--- src/rtl/wb_slv_bridge.sv ---
// wb_slv_bridge: Wishbone classic slave to simple localbus bridge.
// A Wishbone request is latched in IDLE. The bridge then issues a one-cycle
// wr_out or rd_out strobe and waits for ack_in. After that it gives a
// one-cycle ack_o (or err_o) termination.
// Optional feature: define WB_SLV_BRIDGE_TIMEOUT_EN to add a WAIT timeout
// that terminates with err_o after TO_CYC cycles without ack_in.
module wb_slv_bridge #(
    parameter int ADDR_W = 8,
    parameter int DATA_W = 32,
    parameter int TO_CYC = 255
) (
    input  logic                clk_i,
    input  logic                rst_n_i,
    input  logic                cyc_i,
    input  logic                stb_i,
    input  logic                we_i,
    input  logic [31:0]         adr_i,
    input  logic [DATA_W/8-1:0] sel_i,
    input  logic [DATA_W-1:0]   dat_i,
    output logic [DATA_W-1:0]   dat_o,
    output logic                ack_o,
    output logic                err_o,
    output logic                wr_out,
    output logic                rd_out,
    output logic [ADDR_W-1:0]   addr_out,
    output logic [DATA_W-1:0]   data_out,
    output logic [DATA_W/8-1:0] be_out,
    input  logic                ack_in,
    input  logic [DATA_W-1:0]   data_in
);

    localparam logic [1:0] ST_IDLE = 2'd0;
    localparam logic [1:0] ST_WAIT = 2'd1;
    localparam logic [1:0] ST_RESP = 2'd2;

    // Value the WAIT counter holds during the last permitted WAIT cycle.
    localparam logic [15:0] TO_LAST = 16'(TO_CYC - 1);

    logic [1:0]          r_state;
    logic                r_we;
    logic                r_ack;
    logic                r_err;
    logic                r_wr;
    logic                r_rd;
    logic [DATA_W-1:0]   r_dat_o;
    logic [ADDR_W-1:0]   r_addr;
    logic [DATA_W-1:0]   r_data;
    logic [DATA_W/8-1:0] r_be;

    logic [1:0] w_state_nxt;
    logic       w_ack_nxt;
    logic       w_err_nxt;
    logic       w_wr_nxt;
    logic       w_rd_nxt;
    logic       w_lat;
    logic       w_cap;
    logic       w_oor;
    logic       w_to_hit;

    // Any address bit above the localbus window makes the request illegal.
    assign w_oor = |adr_i[31:ADDR_W];

`ifdef WB_SLV_BRIDGE_TIMEOUT_EN
    logic [15:0] r_to_cnt;

    // Timeout counter: cleared on WAIT entry, counts WAIT cycles without ack_in.
    always_ff @(posedge clk_i or negedge rst_n_i) begin
        if (!rst_n_i) begin
            r_to_cnt <= 16'd0;
        end else if (w_lat && !w_oor) begin
            r_to_cnt <= 16'd0;
        end else if ((r_state == ST_WAIT) && !ack_in) begin
            r_to_cnt <= r_to_cnt + 16'd1;
        end else begin
            r_to_cnt <= r_to_cnt;
        end
    end

    assign w_to_hit = (r_to_cnt == TO_LAST);
`else
    // No timeout: TO_CYC is irrelevant, so the term is always false.
    assign w_to_hit = 1'b0 & (TO_LAST == 16'd0);
`endif

    // Next-state and next-output decode for the request/wait/response sequence.
    always_comb begin
        w_state_nxt = r_state;
        w_ack_nxt   = 1'b0;
        w_err_nxt   = 1'b0;
        w_wr_nxt    = 1'b0;
        w_rd_nxt    = 1'b0;
        w_lat       = 1'b0;
        w_cap       = 1'b0;
        case (r_state)
            ST_IDLE: begin
                if (cyc_i && stb_i) begin
                    w_lat = 1'b1;
                    if (w_oor) begin
                        w_state_nxt = ST_RESP;
                        w_err_nxt   = 1'b1;
                    end else begin
                        w_state_nxt = ST_WAIT;
                        w_wr_nxt    = we_i;
                        w_rd_nxt    = !we_i;
                    end
                end else begin
                    w_state_nxt = ST_IDLE;
                end
            end
            ST_WAIT: begin
                // Master abandoning the cycle wins over a coincident ack_in.
                if (!cyc_i) begin
                    w_state_nxt = ST_IDLE;
                end else if (ack_in) begin
                    w_state_nxt = ST_RESP;
                    w_ack_nxt   = 1'b1;
                    w_cap       = !r_we;
                end else if (w_to_hit) begin
                    w_state_nxt = ST_RESP;
                    w_err_nxt   = 1'b1;
                end else begin
                    w_state_nxt = ST_WAIT;
                end
            end
            ST_RESP: begin
                w_state_nxt = ST_IDLE;
            end
            default: begin
                w_state_nxt = ST_IDLE;
            end
        endcase
    end

    // State and termination/strobe pulse registers.
    always_ff @(posedge clk_i or negedge rst_n_i) begin
        if (!rst_n_i) begin
            r_state <= ST_IDLE;
            r_ack   <= 1'b0;
            r_err   <= 1'b0;
            r_wr    <= 1'b0;
            r_rd    <= 1'b0;
        end else begin
            r_state <= w_state_nxt;
            r_ack   <= w_ack_nxt;
            r_err   <= w_err_nxt;
            r_wr    <= w_wr_nxt;
            r_rd    <= w_rd_nxt;
        end
    end

    // Request latch: address, write data, byte enables and direction.
    always_ff @(posedge clk_i or negedge rst_n_i) begin
        if (!rst_n_i) begin
            r_addr <= '0;
            r_data <= '0;
            r_be   <= '0;
            r_we   <= 1'b0;
        end else if (w_lat) begin
            r_addr <= adr_i[ADDR_W-1:0];
            r_data <= dat_i;
            r_be   <= sel_i;
            r_we   <= we_i;
        end else begin
            r_addr <= r_addr;
            r_data <= r_data;
            r_be   <= r_be;
            r_we   <= r_we;
        end
    end

    // Read data capture; holds across writes, errors and aborts.
    always_ff @(posedge clk_i or negedge rst_n_i) begin
        if (!rst_n_i) begin
            r_dat_o <= '0;
        end else if (w_cap) begin
            r_dat_o <= data_in;
        end else begin
            r_dat_o <= r_dat_o;
        end
    end

    assign dat_o    = r_dat_o;
    assign ack_o    = r_ack;
    assign err_o    = r_err;
    assign wr_out   = r_wr;
    assign rd_out   = r_rd;
    assign addr_out = r_addr;
    assign data_out = r_data;
    assign be_out   = r_be;

endmodule

--- config.mk ---
export PLATFORM = sky130hd
export DESIGN_NAME = wb_slv_bridge
export DESIGN_NICKNAME = d
export VERILOG_FILES = /design/src/rtl/wb_slv_bridge.sv
export SDC_FILE = /design/constraint.sdc
export NUM_CORES = 1
export LEC_CHECK = 0
export ABC_AREA = 1
export BUFFER_PORTS_ARGS = -buffer_cell sky130_fd_sc_hd__buf_2
export CAP_MARGIN = 25
export CORE_ASPECT_RATIO = 1.2
export CORE_MARGIN = 3
export CORE_UTILIZATION = 41
export CTS_BUF_LIST = sky130_fd_sc_hd__clkbuf_4 sky130_fd_sc_hd__clkbuf_8
export DETAILED_ROUTE_END_ITERATION = 8
export PLACE_DENSITY = 0.78
export REMOVE_ABC_BUFFERS = 1
export SLEW_MARGIN = 20
export SYNTH_ARGS = -nofsm -noshare
export SYNTH_HDL_FRONTEND = slang
export SYNTH_SLANG_ARGS = --single-unit
--- constraint.sdc ---
create_clock -name clk_i -period 1.2 [get_ports clk_i]
set_input_delay 0.3 -clock clk_i [delete_from_list [all_inputs] [get_ports clk_i]]
set_output_delay 0.3 -clock clk_i [all_outputs]
set_load 0.05 [all_outputs]
After elaboration in Yosys (flattened, before gate mapping):

Index checks and enable logic that the tools add are counted.

* word-level logic and storage cells: 38
* input port bits: 106
* register bits: 83
* output and inout port bits: 80

* reduce and logical (&&, ||, !) cells: 5
* mux-type cells: 22
* eq/ne operators: 1

Operator list (number)
* $reduce_or A24 Y1: 1
* $mux W1: 17
* $mux W2: 4
* $pmux W2 S2: 1
* $eq A2 B1 Y1 const B: 1
* $logic_not A1 Y1: 2
* $logic_not A2 Y1: 1
* $logic_and A1 B1 Y1: 1

Longest topological paths before layout:

Gate-level depths: netlist of run 1.

* word-level depth: 4
* depth in mapped cells: 8
* mapped depth without buffers: 6

Least setup slack after synthesis of run 1:

OpenSTA, ideal clock, no wires.

* path kind: reg2reg
* from: register r_state[1]
* to: register r_dat_o[23] (netlist: dat_o[23])
* data arrival time: 1.171 ns
* buffers on the path: 2
* slack: -0.091 ns
* setup time: 0.120 ns
* stages on the path, launching flop included: 8
* data required time: 1.080 ns
* clock period less this slack: 1.291 ns
* cells stage by stage: dfrtp_1 nor2_2 nand3_2 or2_1 buf_6 buf_6 nand2_1 o21ai_2

* cells in the longest elaborated chain, start to end: 2

RTL lines
* start, declared: line 39 `logic [1:0] r_state;`
* start signal, assigned: line 143 `r_state <= w_state_nxt;`
* $eq A2 B1 Y1: line 94 `case (r_state)`
* $mux W1: line 94
* end signal, assigned: line 176 `r_dat_o <= data_in;`
* end signal, assigned: line 178 `r_dat_o <= r_dat_o;`
* end, declared: line 45 `logic [DATA_W-1:0] r_dat_o;`

No other way between the ends.
A chain may end at the register's enable or synchronous reset.

Worst setup path in the final report of run 1:

* from: register r_state[0]
* to: register r_dat_o[5] (netlist: dat_o[5])

The elaborated chain is that of the path after synthesis.

==> qor.txt, run 1 <==
GP Congestion -> 0.762
Core ar. -> 7880 um^2
Mapped Area -> 3400 um^2
top_reg_cell synth -> dfrtp_1
worst r2r path cells -> 7
Post-DRT Antenna Nets -> 0
Die Wd -> 89.1 um
Slew HR -> 82.7%
largest net degree at the start of global routing -> 40
full die area -> 9420 um^2
Synth Area in XOR/XNOR -> 0%
Final period util -> 113%
placed cell area -> 4470 um^2
top cell type's share of synthesized area -> 61.1%
initial antenna violation count -> 0
met2 Use GR -> 35.1%
Remaining DRCs -> 0
Critical Path AT -> 1.58 ns
die height -> 106 um
DR WL/cell -> 13.9 um
Area Growth Syn to Fin -> 66.7%
I/O pin total -> 186
Hold Path Depth -> 2
clk_skew -> 0.00597 ns
final number of setup-violating endpoints -> 93
Top delay family on crit path -> simple AND/OR/NAND/NOR gates
combinational fraction of design power -> 29.1%
minimum clock period -> 1.36 ns
violated checks -> negative setup slack
Synth cell types -> 18
crit path buf inv count -> 2
nets -> 709
main combinational cell family by area after synthesis -> simple AND/OR/NAND/NOR gates
GRT Residual Overflow -> 0
pre-CTS worst setup slack -> -0.225 ns
HPWL Detailed -> 6.09 mm
top cells by area, synth -> dfrtp_1, nand2_1, o21ai_2
hold path start -> we_i
CTS tree -> built
# clock sinks -> 83
Via density -> 4.56
setup ws final -> -0.160 ns
FP Rows -> 35
Crit. End Element -> flip-flop
final wirelength -> 9.76 mm
compound-cell area share of the yosys netlist -> 8.40%
Post-Synth Adder-Cell Area -> 0%
mux cell area share after synthesis -> 0%
Root Buffer -> clkbuf_8
CTS Buffer Depth -> 2
Max-cap violations -> 0
worst-margin pin slew -> 0.259 ns
post-route cell area -> 5660 um^2
vias in the first global route -> 3289
Synth Instances -> 368
status -> finished with violations
Synth Area per Inst -> 9.23 um^2
CP required -> 1.42 ns
clock share of power -> 27.3%
post-synthesis sequential area ratio -> 61.1%
Initial Util -> 43.1%
#FFs+latches synth -> 83
TritonCTS Buffers -> 9
met3 Usage GRT -> 4.85%
largest vdd supply drop -> 0.000949 V
f_max -> 735 MHz
grt met1 use -> 23.9%
Clk Latency, worst-skew pair -> 0.33 ns
cell with the most instances after synthesis -> nand2_1
top post-synthesis cells by count -> nand2_1, dfrtp_1, inv_1
reg2reg start -> r_state[0]
Core Util, Final -> 71.8%
Initial DRC Count -> 100
hold slack -> 0.126 ns
crit path max fanout -> 16
Pre-Repair DR Iteration Count -> 4
Switching Power -> 2.45 mW
first-pass GRT wire length -> 15.1 mm
RSZ-0062 raised after global routing -> yes
Critical Path Start -> r_state[0]
Crit-path slowest cell -> dfrtp_1
final count of hold timing violations -> 0
GR peak layer -> met2
Worst-path clk slew -> 0.08 ns
Buffers on Ports -> 185
setup TNS -> -8.90 ns
synth warn -> 0
Worst path max stage delay -> 0.35 ns
Leak -> 3.22 nW
crit start category -> flip-flop
gr usage total -> 20.2%
dominant cell type by area after synthesis -> dfrtp_1
internal power -> 4.93 mW
Tot Pwr -> 7.38 mW
number of synthesized flops with an enable pin -> 0
Hold Path Class -> in2reg
layout cells sized above 1 -> 49.3%
FFs w/ async S/R, synth -> 100%
simple-gate share of the synthesized area -> 22.6%
crit path cell chain -> inv_1 > nor2_2 > nand3_2 > or2_4 > buf_12 > nand2_1 > o21ai_2
Non-Filler Instances -> 700
Net Sw Frac -> 33.2%
Clock H-tree levels -> 3
Flop pwr share -> 43.5%
diodes inserted -> 0
placed instance count -> 641
DR vias -> 3191
pins over their slew limit -> 0
Critical Path Stages -> 7
PwrDens -> 1300 nW/um^2
Crit Path Class -> reg2reg
## power groups by stage
stage	Combinational, mW	Sequential [mW]	Clock [mW]
6_report	2.15	3.21	2.02
2_1_floorplan	0.264	4.00	0
3_5_place_dp	1.67	3.20	0
4_1_cts	2.07	3.21	2.10
3_3_place_gp	1.64	3.20	0
5_1_grt	2.29	3.24	2.24
## registers in the layout, indices dropped and copies added, names as in the netlist
name / flops
r_we: 1
dat_o: 32
r_state: 2
wr_out: 1
ack_o: 1
err_o: 1
data_out: 32
be_out: 4
addr_out: 8
rd_out: 1
## cells by family (layout without fill, tap and decap cells)
kind of cell / after synthesis / after routing
compound gates: 33 / 33
buf+inv: 53 / 293
flops: 83 / 83
simple gates: 199 / 199
## layer usage
metal | vias to the layer above | wire length, um
li1 | 1576 | -
met1 | 1488 | 3640
met2 | 116 | 5400
met3 | 11 | 603
met4 | 0 | 112
met5 | - | 0
## what timing repair did
item                                   in CTS  in global routing
endpoints found under the hold margin      15                  0
gates cloned                                3                  2
hold buffers                                1                  0
setup endpoints to repair                 160                162
gates resized for setup                   175                 11
buffers inserted                           21                 16
pin swaps                                   1                  0
## cell usage in the layout, fill, tap and decap left out, drive strengths merged
master	count
nor3	1
or2	1
bufinv	1
inv	37
nor2	18
dlygate4sd3	1
nand3	2
nand3b	1
clkinv	2
nand4	1
dfrtp	83
o21ai	33
clkbuf	13
nand2	175
buf	237
clkinvlp	2
## worst reg2reg max path: cells and delay by family (launching register included)
kind,cells,cell delay (ns)
flops,1,0.35
simple gates,4,0.61
compound gates,1,0.07
buf+inv,2,0.22
## path summary, 6_finish.rpt
kind                               end  slack [ns]
setup / recovery              dat_o[5]       -0.16
hold / removal                  rd_out        0.13
setup reg to reg              dat_o[5]       -0.16
hold reg to reg            addr_out[0]        0.51
max in group asynchronous  data_out[0]        0.36
min in group asynchronous     dat_o[1]        0.38
## cell type report
cell class	instances	area, um^2
flip-flops and latches	83	2080
inverters	37	146
fillers	582	2220
clock buffers	11	145
multi-input cells	232	1080
clock inverters	5	62.6
well taps	92	115
repair buffers	240	2030
(Power assumes the default switching activity.)
==> run 2: changes to the inputs <==
CTS_BUF_LIST = sky130_fd_sc_hd__clkbuf_2   (was sky130_fd_sc_hd__clkbuf_4 sky130_fd_sc_hd__clkbuf_8)
==> run 2 against run 1 <==
Effect of this change: the run still ends with negative setup slack left; sequential share of layout area fell by 9.3 points; global-route usage rose by 12 points; combinational power rose by 44%; utilization rose by 25 points; clock skew rose by 0.023 ns; non-clock buffer count rose by 132; setup slack got worse by 0.21 ns; via count rose by 42%; die area did not move; clock-buffer cell count fell by 1; sequential power rose by 2%; critical endpoint is now addr_out[2]; largest cell class is now non-clock buffers; largest power group unchanged.
==> qor.txt, run 2 (synthesis results as in run 1) <==
area of the multi-input gates -> 1630 um^2 (+50%)
first-pass GRT wire length -> 22.8 mm (+51%)
Initial Util -> 43.1% (unchanged)
clk_skew -> 0.0285 ns (+0.0225 ns)
Sequential Area -> 2080 um^2 (+0.24%)
FF-to-FF setup slack -> -0.37 ns (-0.21 ns)
Core Util, Final -> 96.4% (+25 points)
Die Wd -> 89.1 um (unchanged)
CTS Buffer Depth -> 2 (unchanged)
crit path max fanout -> 8 (-8)
largest net degree at the start of global routing -> 37 (-7.5%)
minimum clock period -> 1.57 ns (+0.210 ns)
Hold Path Depth -> 3 (+1)
Post-DRT Antenna Nets -> 0 (unchanged)
final wirelength -> 20.1 mm (+110%)
pins over their slew limit -> 0 (unchanged)
GP Congestion -> 0.762 (unchanged)
largest vdd supply drop -> 0.000892 V (-6.1%)
f_max -> 637 MHz (-13%)
Worst-path clk slew -> 0.25 ns (+0.17 ns)
HPWL Detailed -> 6.09 mm (unchanged)
most frequent cells in the layout -> buf_2, buf_6, dfrtp_1
die height -> 106 um (unchanged)
post-route cell area -> 7600 um^2 (+34%)
DR vias -> 4541 (+42%)
CTS tree -> built
Worst path max stage delay -> 0.47 ns (+0.12 ns)
final count of hold timing violations -> 0 (unchanged)
Core ar. -> 7880 um^2 (unchanged)
Critical Path AT -> 1.96 ns (+0.38 ns)
RSZ-0062 raised after global routing -> yes
I/O pin total -> 186 (unchanged)
Crit Path Class -> reg2reg
Slew HR -> 81.3% (-1.4 points)
nets -> 841 (+19%)
setup TNS -> -39.41 ns (-30.51 ns)
worst r2r path cells -> 9 (+2)
full die area -> 9420 um^2 (unchanged)
critical path's most frequent cell -> buf_6
status -> finished with violations
Worst Hold End -> r_state[0]
Remaining DRCs -> 0 (unchanged)
R2R Path End -> addr_out[2]
Root Buffer -> clkbuf_2
setup ws final -> -0.371 ns (-0.210 ns)
Crit-path slowest cell -> dfrtp_1
gr usage total -> 32.3% (+12 points)
Initial DRC Count -> 338 (+240%)
hold path start -> cyc_i
reg2reg start -> r_state[1]
Max-cap violations -> 0 (unchanged)
final number of setup-violating endpoints -> 162 (+74%)
Crit. End Element -> flip-flop
PwrDens -> 1040 nW/um^2 (-20%)
Leak -> 4.09 nW (+27%)
Tot Pwr -> 7.94 mW (+7.5%)
layout cells sized above 1 -> 63.5% (+14 points)
placed instance count -> 641 (unchanged)
Pre-Repair DR Iteration Count -> 6 (+2)
Via density -> 5.45 (+20%)
DR WL/cell -> 24.2 um (+74%)
initial antenna violation count -> 1 (+1)
violated checks -> negative setup slack
commonest non-fill, non-tap cell in the layout -> buf_2
wl on met1 -> 6.51 mm (+79%)
placed cell area -> 4470 um^2 (unchanged)
Final period util -> 131% (+18 points)
crit start category -> flip-flop
top layer in use -> met4
worst-margin pin slew -> 0.281 ns (+0.0214 ns)
met3 routed WL -> 1.46 mm (+140%)
# clock sinks -> 83 (unchanged)
Non-Filler Instances -> 833 (+19%)
crit path cell chain -> buf_6 > nor3_4 > buf_6 > buf_12 > inv_16 > buf_6 > buf_6 > nand2_1 > nand2_1
Hold Path Class -> in2reg
Buffers on Ports -> 185 (unchanged)
vias in the first global route -> 4492 (+37%)
CP required -> 1.59 ns (+0.17 ns)
pre-CTS worst setup slack -> -0.225 ns (unchanged)
Clk Latency, worst-skew pair -> 0.49 ns (+0.16 ns)
hold slack -> 0.114 ns (-0.0119 ns)
# fillers -> 158 (-73%)
Clock H-tree levels -> 3 (unchanged)
Area Growth Syn to Fin -> 124%
TritonCTS Buffers -> 9 (unchanged)
FP Rows -> 35 (unchanged)
Met2 Wirelength -> 10.8 mm (+100%)
GRT Residual Overflow -> 0 (unchanged)
## run 2: cell types whose count changed in the layout (fill, tap and decap cells not counted), moves of 4 or more
cell	delta
buf_4	+31
dfrtp_1	-4
buf_12	+9
dlygate4sd3_1	+77
nand2_4	+49
nand2_2	+63
clkbuf_8	-10
buf_6	+8
nand2_1	-112
buf_16	+8
clkbuf_2	+10
dfrtp_2	+4
## run 2: worst max path at each step
| stage | start | end | slack [ns] | cells past startpoint |
|---|---|---|---|---|
| floorplan | r_state[1] | r_we | -2.90 | 3 |
| finish | r_state[1] | addr_out[2] | -0.37 | 9 |
| CTS | be_out[1] | be_out[1] | -0.29 | 1 |
| detailed placement | r_state[1] | dat_o[3] | -0.23 | 6 |
| global route | r_state[1] | addr_out[2] | -0.40 | 9 |
| global placement | r_state[1] | dat_o[23] | -0.17 | 6 |
## run 2: critical path, delay by kind of cell (launching register included)
family                 cells  cell delay, ns
buffers and inverters      6            0.70
DFF                        1            0.47
and+or+nand+nor            3            0.31
## run 2: power by group
| group | switching [mW] | leakage (nW) | internal [mW] | total [mW] |
|---|---|---|---|---|
| Sequential | 0.237 | 1.08 | 3.04 | 3.27 |
| Combinational | 1.76 | 2.94 | 1.33 | 3.09 |
| Clock | 1.09 | 0.0658 | 0.490 | 1.58 |
## run 2: final cells by class
type / count / share of cell area (%)
diodes: 1 / 0.0329
clock inverters: 6 / 0.872
inverters: 37 / 2.04
flip-flops and latches: 83 / 27.4
clock buffers: 10 / 0.658
multi-input cells: 232 / 21.4
well taps: 92 / 1.51
repair buffers: 372 / 46.1
## run 2: layer usage
metal / track usage, % / vias to the layer above
met5: 0 / -
met4: 14.7 / 0
met3: 7.04 / 125
met2: 60.1 / 348
met1: 33.2 / 2223
li1: - / 1845
## run 2: repair_timing
item                                    in CTS  in global routing
hold buffers                                78                  0
endpoints found under the hold margin      162                  0
buffers inserted                            36                 51
gates cloned                                17                  1
gates resized for setup                    260                123
pin swaps                                   18                 24
endpoints found under the setup margin     160                162
